## config.mk

```make
export PLATFORM = sky130hd
export DESIGN_NAME = ws2812b_send
export DESIGN_NICKNAME = d
export VERILOG_FILES = /design/src/rtl/ws2812b_pkg.sv /design/src/rtl/ws2812b_bit_gen.sv /design/src/rtl/ws2812b_send.sv
export SDC_FILE = /design/constraint.sdc
export NUM_CORES = 1
export LEC_CHECK = 0
export BUFFER_PORTS_ARGS = -buffer_cell sky130_fd_sc_hd__buf_2
export CORE_MARGIN = 4
export CORE_UTILIZATION = 35
export CTS_BUF_LIST = sky130_fd_sc_hd__clkbuf_2 sky130_fd_sc_hd__clkbuf_4 sky130_fd_sc_hd__clkbuf_8
export CTS_CLUSTER_DIAMETER = 30
export DETAILED_ROUTE_END_ITERATION = 7
export GPL_ROUTABILITY_DRIVEN = 0
export SLEW_MARGIN = 0
export SYNTH_ARGS = -nofsm -noshare
export SYNTH_HDL_FRONTEND = slang
export SYNTH_HIERARCHICAL = 1
export SYNTH_SLANG_ARGS = --single-unit
```

## constraint.sdc

```tcl
create_clock -name clk -period 8.1 [get_ports clk]
set_clock_uncertainty 0.2 [all_clocks]
set_input_delay 2.43 -clock clk [delete_from_list [all_inputs] [get_ports clk]]
set_output_delay 2.43 -clock clk [all_outputs]
set_load 0.05 [all_outputs]
```

## src/rtl/ws2812b_pkg.sv

```systemverilog
// Shared types and default timing for the WS2812B single-pixel serial driver.
// Cycle counts assume a 25 MHz clk (40 ns period).
package ws2812b_pkg;

    typedef enum logic [1:0] {
        IDLE      = 2'd0,
        SEND_HIGH = 2'd1,
        SEND_LOW  = 2'd2,
        LATCH     = 2'd3
    } ws_state_t;

    localparam int T0H_CYC    = 10;
    localparam int T1H_CYC    = 20;
    localparam int TBIT_CYC   = 31;
    localparam int TLATCH_CYC = 1300;
    localparam int FRAME_BITS = 24;

    // Wire order is green, red, blue, MSB first.
    function automatic logic [23:0] grb_pack(input logic [7:0] g,
                                             input logic [7:0] r,
                                             input logic [7:0] b);
        return {g, r, b};
    endfunction

endpackage

```

## src/rtl/ws2812b_bit_gen.sv

```systemverilog
// One WS2812B bit cell: a high pulse of T0H/T1H cycles, then low to fill TBIT.
// A start pulse may coincide with done so bits run back to back without a gap.
module ws2812b_bit_gen
    import ws2812b_pkg::*;
#(
    parameter int T0H  = T0H_CYC,
    parameter int T1H  = T1H_CYC,
    parameter int TBIT = TBIT_CYC
) (
    input  logic clk,
    input  logic rst_n,
    input  logic i_start,
    input  logic i_bit,
    output logic o_out,
    output logic o_high_done,
    output logic o_done
);

    localparam logic [4:0] C_HI0_LD = 5'(T0H - 1);
    localparam logic [4:0] C_HI1_LD = 5'(T1H - 1);
    localparam logic [4:0] C_LO0_LD = 5'(TBIT - T0H - 1);
    localparam logic [4:0] C_LO1_LD = 5'(TBIT - T1H - 1);

    logic [4:0] r_cnt;
    logic       r_out;
    logic       r_active;
    logic       r_low;
    logic       r_bit;

    always_ff @(posedge clk or negedge rst_n) begin
        if (!rst_n) begin
            r_cnt    <= '0;
            r_out    <= 1'b0;
            r_active <= 1'b0;
            r_low    <= 1'b0;
            r_bit    <= 1'b0;
        end else if (i_start) begin
            r_active <= 1'b1;
            r_low    <= 1'b0;
            r_out    <= 1'b1;
            r_bit    <= i_bit;
            r_cnt    <= i_bit ? C_HI1_LD : C_HI0_LD;
        end else if (r_active) begin
            if (r_cnt != 5'd0) begin
                r_cnt <= r_cnt - 5'd1;
            end else if (!r_low) begin
                r_low <= 1'b1;
                r_out <= 1'b0;
                r_cnt <= r_bit ? C_LO1_LD : C_LO0_LD;
            end else begin
                r_active <= 1'b0;
                r_low    <= 1'b0;
            end
        end
    end

    assign o_out       = r_out;
    assign o_high_done = r_active & ~r_low & (r_cnt == 5'd0);
    assign o_done      = r_active &  r_low & (r_cnt == 5'd0);

endmodule

```

## src/rtl/ws2812b_send.sv

```systemverilog
// WS2812B pixel driver: captures GRB colour at frame start, sends 24 NRZ bits, then a latch gap.
// Optional `busy` output is enabled by defining WS2812B_BUSY_EN.
//
// state     | meaning
// IDLE      | out low, waiting for E to start a frame
// SEND_HIGH | high part of the current bit
// SEND_LOW  | low remainder of the current bit
// LATCH     | out low for TLATCH cycles after the last bit
module ws2812b_send
    import ws2812b_pkg::*;
#(
    parameter int T0H    = T0H_CYC,
    parameter int T1H    = T1H_CYC,
    parameter int TBIT   = TBIT_CYC,
    parameter int TLATCH = TLATCH_CYC
) (
    input  logic       clk,
    input  logic       rst_n,
    input  logic [7:0] red,
    input  logic [7:0] green,
    input  logic [7:0] blue,
    input  logic       E,
    output logic       out
`ifdef WS2812B_BUSY_EN
    ,
    output logic       busy
`endif
);

    localparam logic [10:0] C_LATCH_LD = 11'(TLATCH - 1);
    localparam logic [4:0]  C_LAST_BIT = 5'(FRAME_BITS - 1);

    ws_state_t   r_state;
    logic [23:0] r_shift;
    logic [4:0]  r_idx;
    logic [10:0] r_latch_cnt;

    logic w_start;
    logic w_bit;
    logic w_out;
    logic w_high_done;
    logic w_done;
    logic w_last;

    assign w_last  = (r_idx == C_LAST_BIT);
    assign w_start = ((r_state == IDLE) & E) |
                     ((r_state == SEND_LOW) & w_done & ~w_last);
    // The first bit goes straight from the input so it starts on the sampling edge;
    // the register then holds the remaining bits with the next one at [23].
    assign w_bit   = (r_state == IDLE) ? green[7] : r_shift[23];

    always_ff @(posedge clk or negedge rst_n) begin
        if (!rst_n) begin
            r_state     <= IDLE;
            r_shift     <= '0;
            r_idx       <= '0;
            r_latch_cnt <= '0;
        end else begin
            case (r_state)
                IDLE: begin
                    if (E) begin
                        r_shift <= grb_pack(green, red, blue) << 1;
                        r_idx   <= '0;
                        r_state <= SEND_HIGH;
                    end
                end
                SEND_HIGH: begin
                    if (w_high_done) begin
                        r_state <= SEND_LOW;
                    end
                end
                SEND_LOW: begin
                    if (w_done) begin
                        if (w_last) begin
                            r_latch_cnt <= C_LATCH_LD;
                            r_state     <= LATCH;
                        end else begin
                            r_shift <= r_shift << 1;
                            r_idx   <= r_idx + 5'd1;
                            r_state <= SEND_HIGH;
                        end
                    end
                end
                LATCH: begin
                    if (r_latch_cnt == 11'd0) begin
                        r_state <= IDLE;
                    end else begin
                        r_latch_cnt <= r_latch_cnt - 11'd1;
                    end
                end
                default: r_state <= IDLE;
            endcase
        end
    end

    ws2812b_bit_gen #(
        .T0H  (T0H),
        .T1H  (T1H),
        .TBIT (TBIT)
    ) u_bit_gen (
        .clk         (clk),
        .rst_n       (rst_n),
        .i_start     (w_start),
        .i_bit       (w_bit),
        .o_out       (w_out),
        .o_high_done (w_high_done),
        .o_done      (w_done)
    );

    assign out = w_out;

`ifdef WS2812B_BUSY_EN
    assign busy = (r_state != IDLE);
`endif

endmodule

```

; Word-level counts from Yosys, hierarchy flattened
; Index checks and enable logic that the tools add are counted.
; W data, S select, Z words.
[totals]
out_inout_bits = 1
inputBits = 27
memories = 0
rom_bits = 0
latchBits = 0
word_cells = 85
regBits = 51
mem_bits_rw = 0
[op_classes]
n_eq_ne = 14
bitwise = 10
div_mod_pow = 0
order_cmp = 0
reduce_logical = 13
mux = 36
addsub = 3
mul = 0
shift = 0
[ops]
columns = op, count
row1 = $mux W24, 3
row2 = $pmux W24 S2, 1
row3 = $mux W5, 9
row4 = $mux W11, 3
row5 = $pmux W11 S2, 1
row6 = $mux W1, 12
row7 = $ne A2 B2 Y1 const B, 6
row8 = $reduce_and A4 Y1, 3
row9 = $logic_not A11 Y1, 1
row10 = $sub A11 B1 Y11 const B, 1
row11 = $mux W2, 5
row12 = $pmux W5 S2, 1
row13 = $pmux W2 S4, 1
row14 = $and A1 B1 Y1, 7
row15 = $ne A2 B1 Y1 const B, 3
row16 = $reduce_bool A2 Y1, 3
row17 = $add A5 B1 Y5 const B, 1
row18 = $eq A5 B5 Y1 const B, 1
row19 = $logic_not A5 Y1, 1
row20 = $reduce_bool A5 Y1, 1
row21 = $sub A5 B1 Y5 const B, 1
row22 = $eq A2 B2 Y1 const B, 2
row23 = $reduce_and A2 Y1, 2
row24 = $ne A3 B2 Y1 const B, 1
row25 = other kinds (5), 6

; Depth between registers and ports, before layout
[logic_depth]
word_depth = 7
mapped_depth = 10
mapped_depth_nobuf = 9

; Modules after synthesis
; The synthesis kept the hierarchy.
[modules_own_cells]
columns = mod, area_each_um2, instances, seq_area_each_um2, cells_each
row1 = ws2812b_send, 2057.0, 1, 1026.0, 209
row2 = ws2812b_bit_gen, 483.0, 1, 225.2, 50

; Worst setup path after synthesis
; No wires, ideal clock.
[synth_timing]
path_kind = input to register
start = input port E
end = register u_bit_gen.r_cnt[3]
cell_stages = 7
path_buffers = 1
arrival_ps = 3787
required_ps = 7776
setup_slack_ps = 3989
setup_ps = 124
cell_sequence = nor3b_1 -> a31oi_1 -> clkbuf_1 -> inv_1 -> inv_1 -> nor2_1 -> a211o_1
[synth_via]
elab_chain_cells = 4
word_cells_on_any_way = 6
cone_classes = eq/ne (1) / mux (1) / bitwise (2) / reduce/logical (2)
[synth_rtl]
columns = element, line
row1 = from (decl), ws2812b_send.sv:22  ; input logic E,
row2 = $and A1 B1 Y1 *, ws2812b_send.sv:46  ; assign w_start = ((r_state == IDLE) & E) |
row3 = $or A1 B1 Y1 *, ws2812b_send.sv:46
row4 = named net w_start, ws2812b_send.sv:38  ; logic w_start;
row5 = $ne A3 B2 Y1 (no source line) / $reduce_bool A2 Y1 (equally long branches), -
row6 = $reduce_and A2 Y1 (no source line), -
row7 = to (signal assigned), ws2812b_bit_gen.sv:42  ; r_cnt <= i_bit ? C_HI1_LD : C_HI0_LD;
row8 = to (signal assigned), ws2812b_bit_gen.sv:45  ; r_cnt <= r_cnt - 5'd1;
row9 = to (signal assigned), ws2812b_bit_gen.sv:49  ; r_cnt <= r_bit ? C_LO1_LD : C_LO0_LD;
row10 = to (decl), ws2812b_bit_gen.sv:24  ; logic [4:0] r_cnt;
; The timed path passes the listed nets; every way through them passes the cells marked *.
; A chain may end at the register's enable or synchronous reset.

; Worst setup path after layout
[layout_timing]
start = input port E
end = register u_bit_gen.r_cnt[4]
; Same word-level chain as after synthesis.

==> results.py <==
metrics = {
    "die": {
        "core-area_um2": 6907,
        "die-area_um2": 8683,
        "rows": 30,
        "initial_core_util_pct": 36.78,
        "die_h_um": 93.19,
        "pin_count": 28,
        "fp.dieW_um": 93.19,
    },
    "logic_synthesis": {
        "ys_top_cells_by_area": "dfrtp_1, mux2i_1, o21ai_0",
        "async_flop_share_pct": 100.0,
        "ys_ff_latch": 50,
        "synth-edff-count": 0,
        "ys_seq_area_share_pct": 49.26,
        "avgSynthCellArea_um2": 9.807,
        "syn_area_um2": 2540,
        "ys.flop_type": "dfrtp_1",
        "synth_top_cell_by_area": "dfrtp_1",
        "postSynthCellCount": 259,
        "yosys.cell_count.top_type": "dfrtp_1",
        "synthTopCellsByCount": "dfrtp_1, nand2_1, o21ai_0",
        "synth_fp_nets": 289,
        "synth_cell_types": 44,
        "synth_warnings": 6,
        "synth_top_area_share_pct": 49.26,
    },
    "route": {
        "avgRoutedWirePerCell_um": 13.15,
        "vias": 1929,
        "avgViaCountPerCell": 5.063,
        "drtPass1Iterations": 4,
        "antenna_left": 0,
        "routed_wl_um": 5010,
        "drtIter0Drc": 85,
        "route.detailed.drc": 0,
    },
    "pwr": {
        "internal_power_mw": 0.6043,
        "p_seq_share_pct": 48.6,
        "p_clk_share_pct": 18.2,
        "switching_share_pct": 36.65,
        "fin_total_pwr_mw": 0.9539,
        "pwr-share-comb_pct": 33.2,
        "p_leak_nw": 1.262,
        "vdd_ir_drop_max_v": 0.0001253,
        "power_density_nw_per_um2": 328.9,
        "power.switching_mw": 0.3496,
    },
    "clock_network": {
        "cts_tree": "yes",
        "post_cts_resized": 0,
        "cts_inserted_buffers": 5,
        "ctsHtreeMaxLevel": 2,
        "clk_latency_ns": 0.30,
        "cts_buffer_depth": 2,
        "path_clk_slew_ns": 0.09,
        "post_cts_buffers": 0,
        "cts_root_buffer": "clkbuf_8",
        "clock-sinks": 50,
        "postCtsHoldBufs": 0,
    },
    "global_routing": {
        "grt_pass1_wl_um": 8769,
        "grt_max_degree": 53,
        "grt_pass1_vias": 1886,
        "overflow": 0,
        "grt_usage_pct": 12.42,
        "antenna_found_initial": 0,
    },
    "min_path": {
        "hold_end": "r_shift[3]",
        "min_path_type": "reg2reg",
        "min_from": "r_shift[3]",
        "hold_path_depth": 2,
    },
    "worst_setup_path": {
        "critical_path_arrival_ns": 4.05,
        "reg2reg_slack_ns": 5.03,
        "crit_path_start_kind": "input pin",
        "reg2reg_depth": 8,
        "crit_top_cell": "inv_1",
        "endpoint_kind": "register",
        "criticalPathCategory": "in2reg",
        "r2r_start": "u_bit_gen/r_cnt[0]",
        "path_cells": "buf_2, nor3b_1, a31oi_4, buf_4, inv_1, inv_1, nor2_1, a21oi_1",
        "r2r_end": "r_latch_cnt[8]",
        "slowest_delay_ns": 0.57,
        "crit_path_max_fanout": 52,
        "slowest_stage": "nor3b_1",
        "required_ns": 8.08,
    },
    "timing": {
        "period_share_pct": 50.28,
        "rsz0062_at_grt": "no",
        "relSlewSlack_pct": 54.73,
        "maxSlewViolCount": 0,
        "finalSetupViolations": 0,
        "hold_viol_final": 0,
        "finalSetupTns_ns": 0,
        "tightest_slew_ns": 0.6776,
        "fin_crit_ns": 4.072,
        "max_freq_mhz": 245.6,
    },
    "placed_design": {
        "io_buffers": 27,
        "dp_hpwl_um": 3560,
    },
    "final_layout": {
        "layout.nets": 315,
        "synthToLayoutAreaGrowth_pct": 14.19,
        "drive_above_1_share_pct": 17.89,
        "fillers": 715,
        "diodes": 0,
    },
    "outcome": {
        "outcome": "complete, no violations",
    },
    "job": {
        "cap_violations": 0,
    },
}
-- cell families after synthesis --
group,share of synthesized area (%)
AND/OR/NAND/NOR,18.67
AO/OA/AOI/OAI,16.70
flip-flops,49.26
multiplexers,10.74
buffers and inverters,3.153
adder cells (fa/ha/maj),1.478
-- worst max path at each step --
stage / endpoint / slack, ns / start
2_1_floorplan: u_bit_gen/r_cnt[3] / 3.99 / E
3_3_place_gp: u_bit_gen/r_cnt[4] / 3.76 / E
3_5_place_dp: u_bit_gen/r_cnt[1] / 3.72 / E
4_1_cts: u_bit_gen/r_cnt[4] / 4.04 / E
5_1_grt: u_bit_gen/r_cnt[4] / 3.84 / E
6_report: u_bit_gen/r_cnt[4] / 4.03 / E
-- critical path: cells and delay by family --
family / cells / cell delay (ns)
buffers and inverters: 4 / 0.73
AOI/OAI and AO/OA: 2 / 0.10
and+or+nand+nor: 2 / 0.79
-- registers in the layout, summed over array words and instances (netlist names) --
| name | cells |
|---|---|
| r_shift | 23 |
| r_latch_cnt | 11 |
| r_idx | 5 |
| u_bit_gen/r_cnt | 5 |
| r_state | 2 |
| u_bit_gen/o_out | 1 |
| u_bit_gen/r_active | 1 |
| u_bit_gen/r_bit | 1 |
| u_bit_gen/r_low | 1 |
-- layer usage --
layer / vias to the layer above / routed length [um] / global-route usage [%]
met2: 36 / 2294 / 18.84
met5: - / 0 / 0
met1: 898 / 2432 / 17.38
met4: 0 / 39 / 3.907
met3: 4 / 243 / 3.218
li1: 991 / - / -
-- cell type report --
type / count / area [um^2] / share of cell area [%]
clock inverter: 2 / 38.79 / 1.337
inverter: 10 / 37.54 / 1.294
clock buffer: 5 / 68.82 / 2.373
sequential: 50 / 1251 / 43.14
multi-input combinational: 188 / 1226 / 42.28
tap: 96 / 120.1 / 4.141
timing repair buffer: 30 / 157.7 / 5.436
-- layout by cell type (no fill, tap or decap), types with 2 or more instances in the layout --
cell type,Yosys,layout
mux2i_1,25,25
a211o_1,2,2
a211oi_1,2,2
o21a_1,3,3
o21ai_0,32,32
a21oi_1,8,8
nor4b_1,2,2
nor3_1,3,3
and3_1,3,3
o31ai_1,6,6
clkbuf_8,0,5
nand2_1,35,35
a21boi_0,2,2
or4_4,2,2
nand2b_1,3,3
nor2_1,8,8
dfrtp_1,50,50
mux2_2,2,2
o211ai_1,2,2
or3_1,5,5
or2_2,4,4
nand3_1,7,7
inv_1,10,10
buf_2,1,27
nor3b_1,3,3
or4_1,4,4
buf_4,0,3
a31oi_1,5,4
ha_1,3,3
-- power groups by stage --
stage | Sequential [mW] | Combinational, mW | Clock, mW
5_1_grt | 0.485 | 0.369 | 0.188
4_1_cts | 0.464 | 0.321 | 0.179
3_5_place_dp | 0.467 | 0.321 | 0
6_report | 0.463 | 0.317 | 0.174
3_3_place_gp | 0.465 | 0.310 | 0
2_1_floorplan | 0.442 | 0.256 | 0
-- per-stage QoR --
step	cells	hold slack, ns	setup slack [ns]	cell area, um^2	util [%]
after floorplan	259	0.2460	3.989	2540	-
after global placement	374	0.2613	3.762	2793	40.43
after detailed placement	374	0.2707	3.715	2793	40.43
after CTS	381	0.2928	4.040	2900	41.99
after global routing	381	0.3255	3.839	2900	41.99
final	381	0.2869	4.028	2900	41.99
No activity file was read; power rests on OpenSTA's default activity.
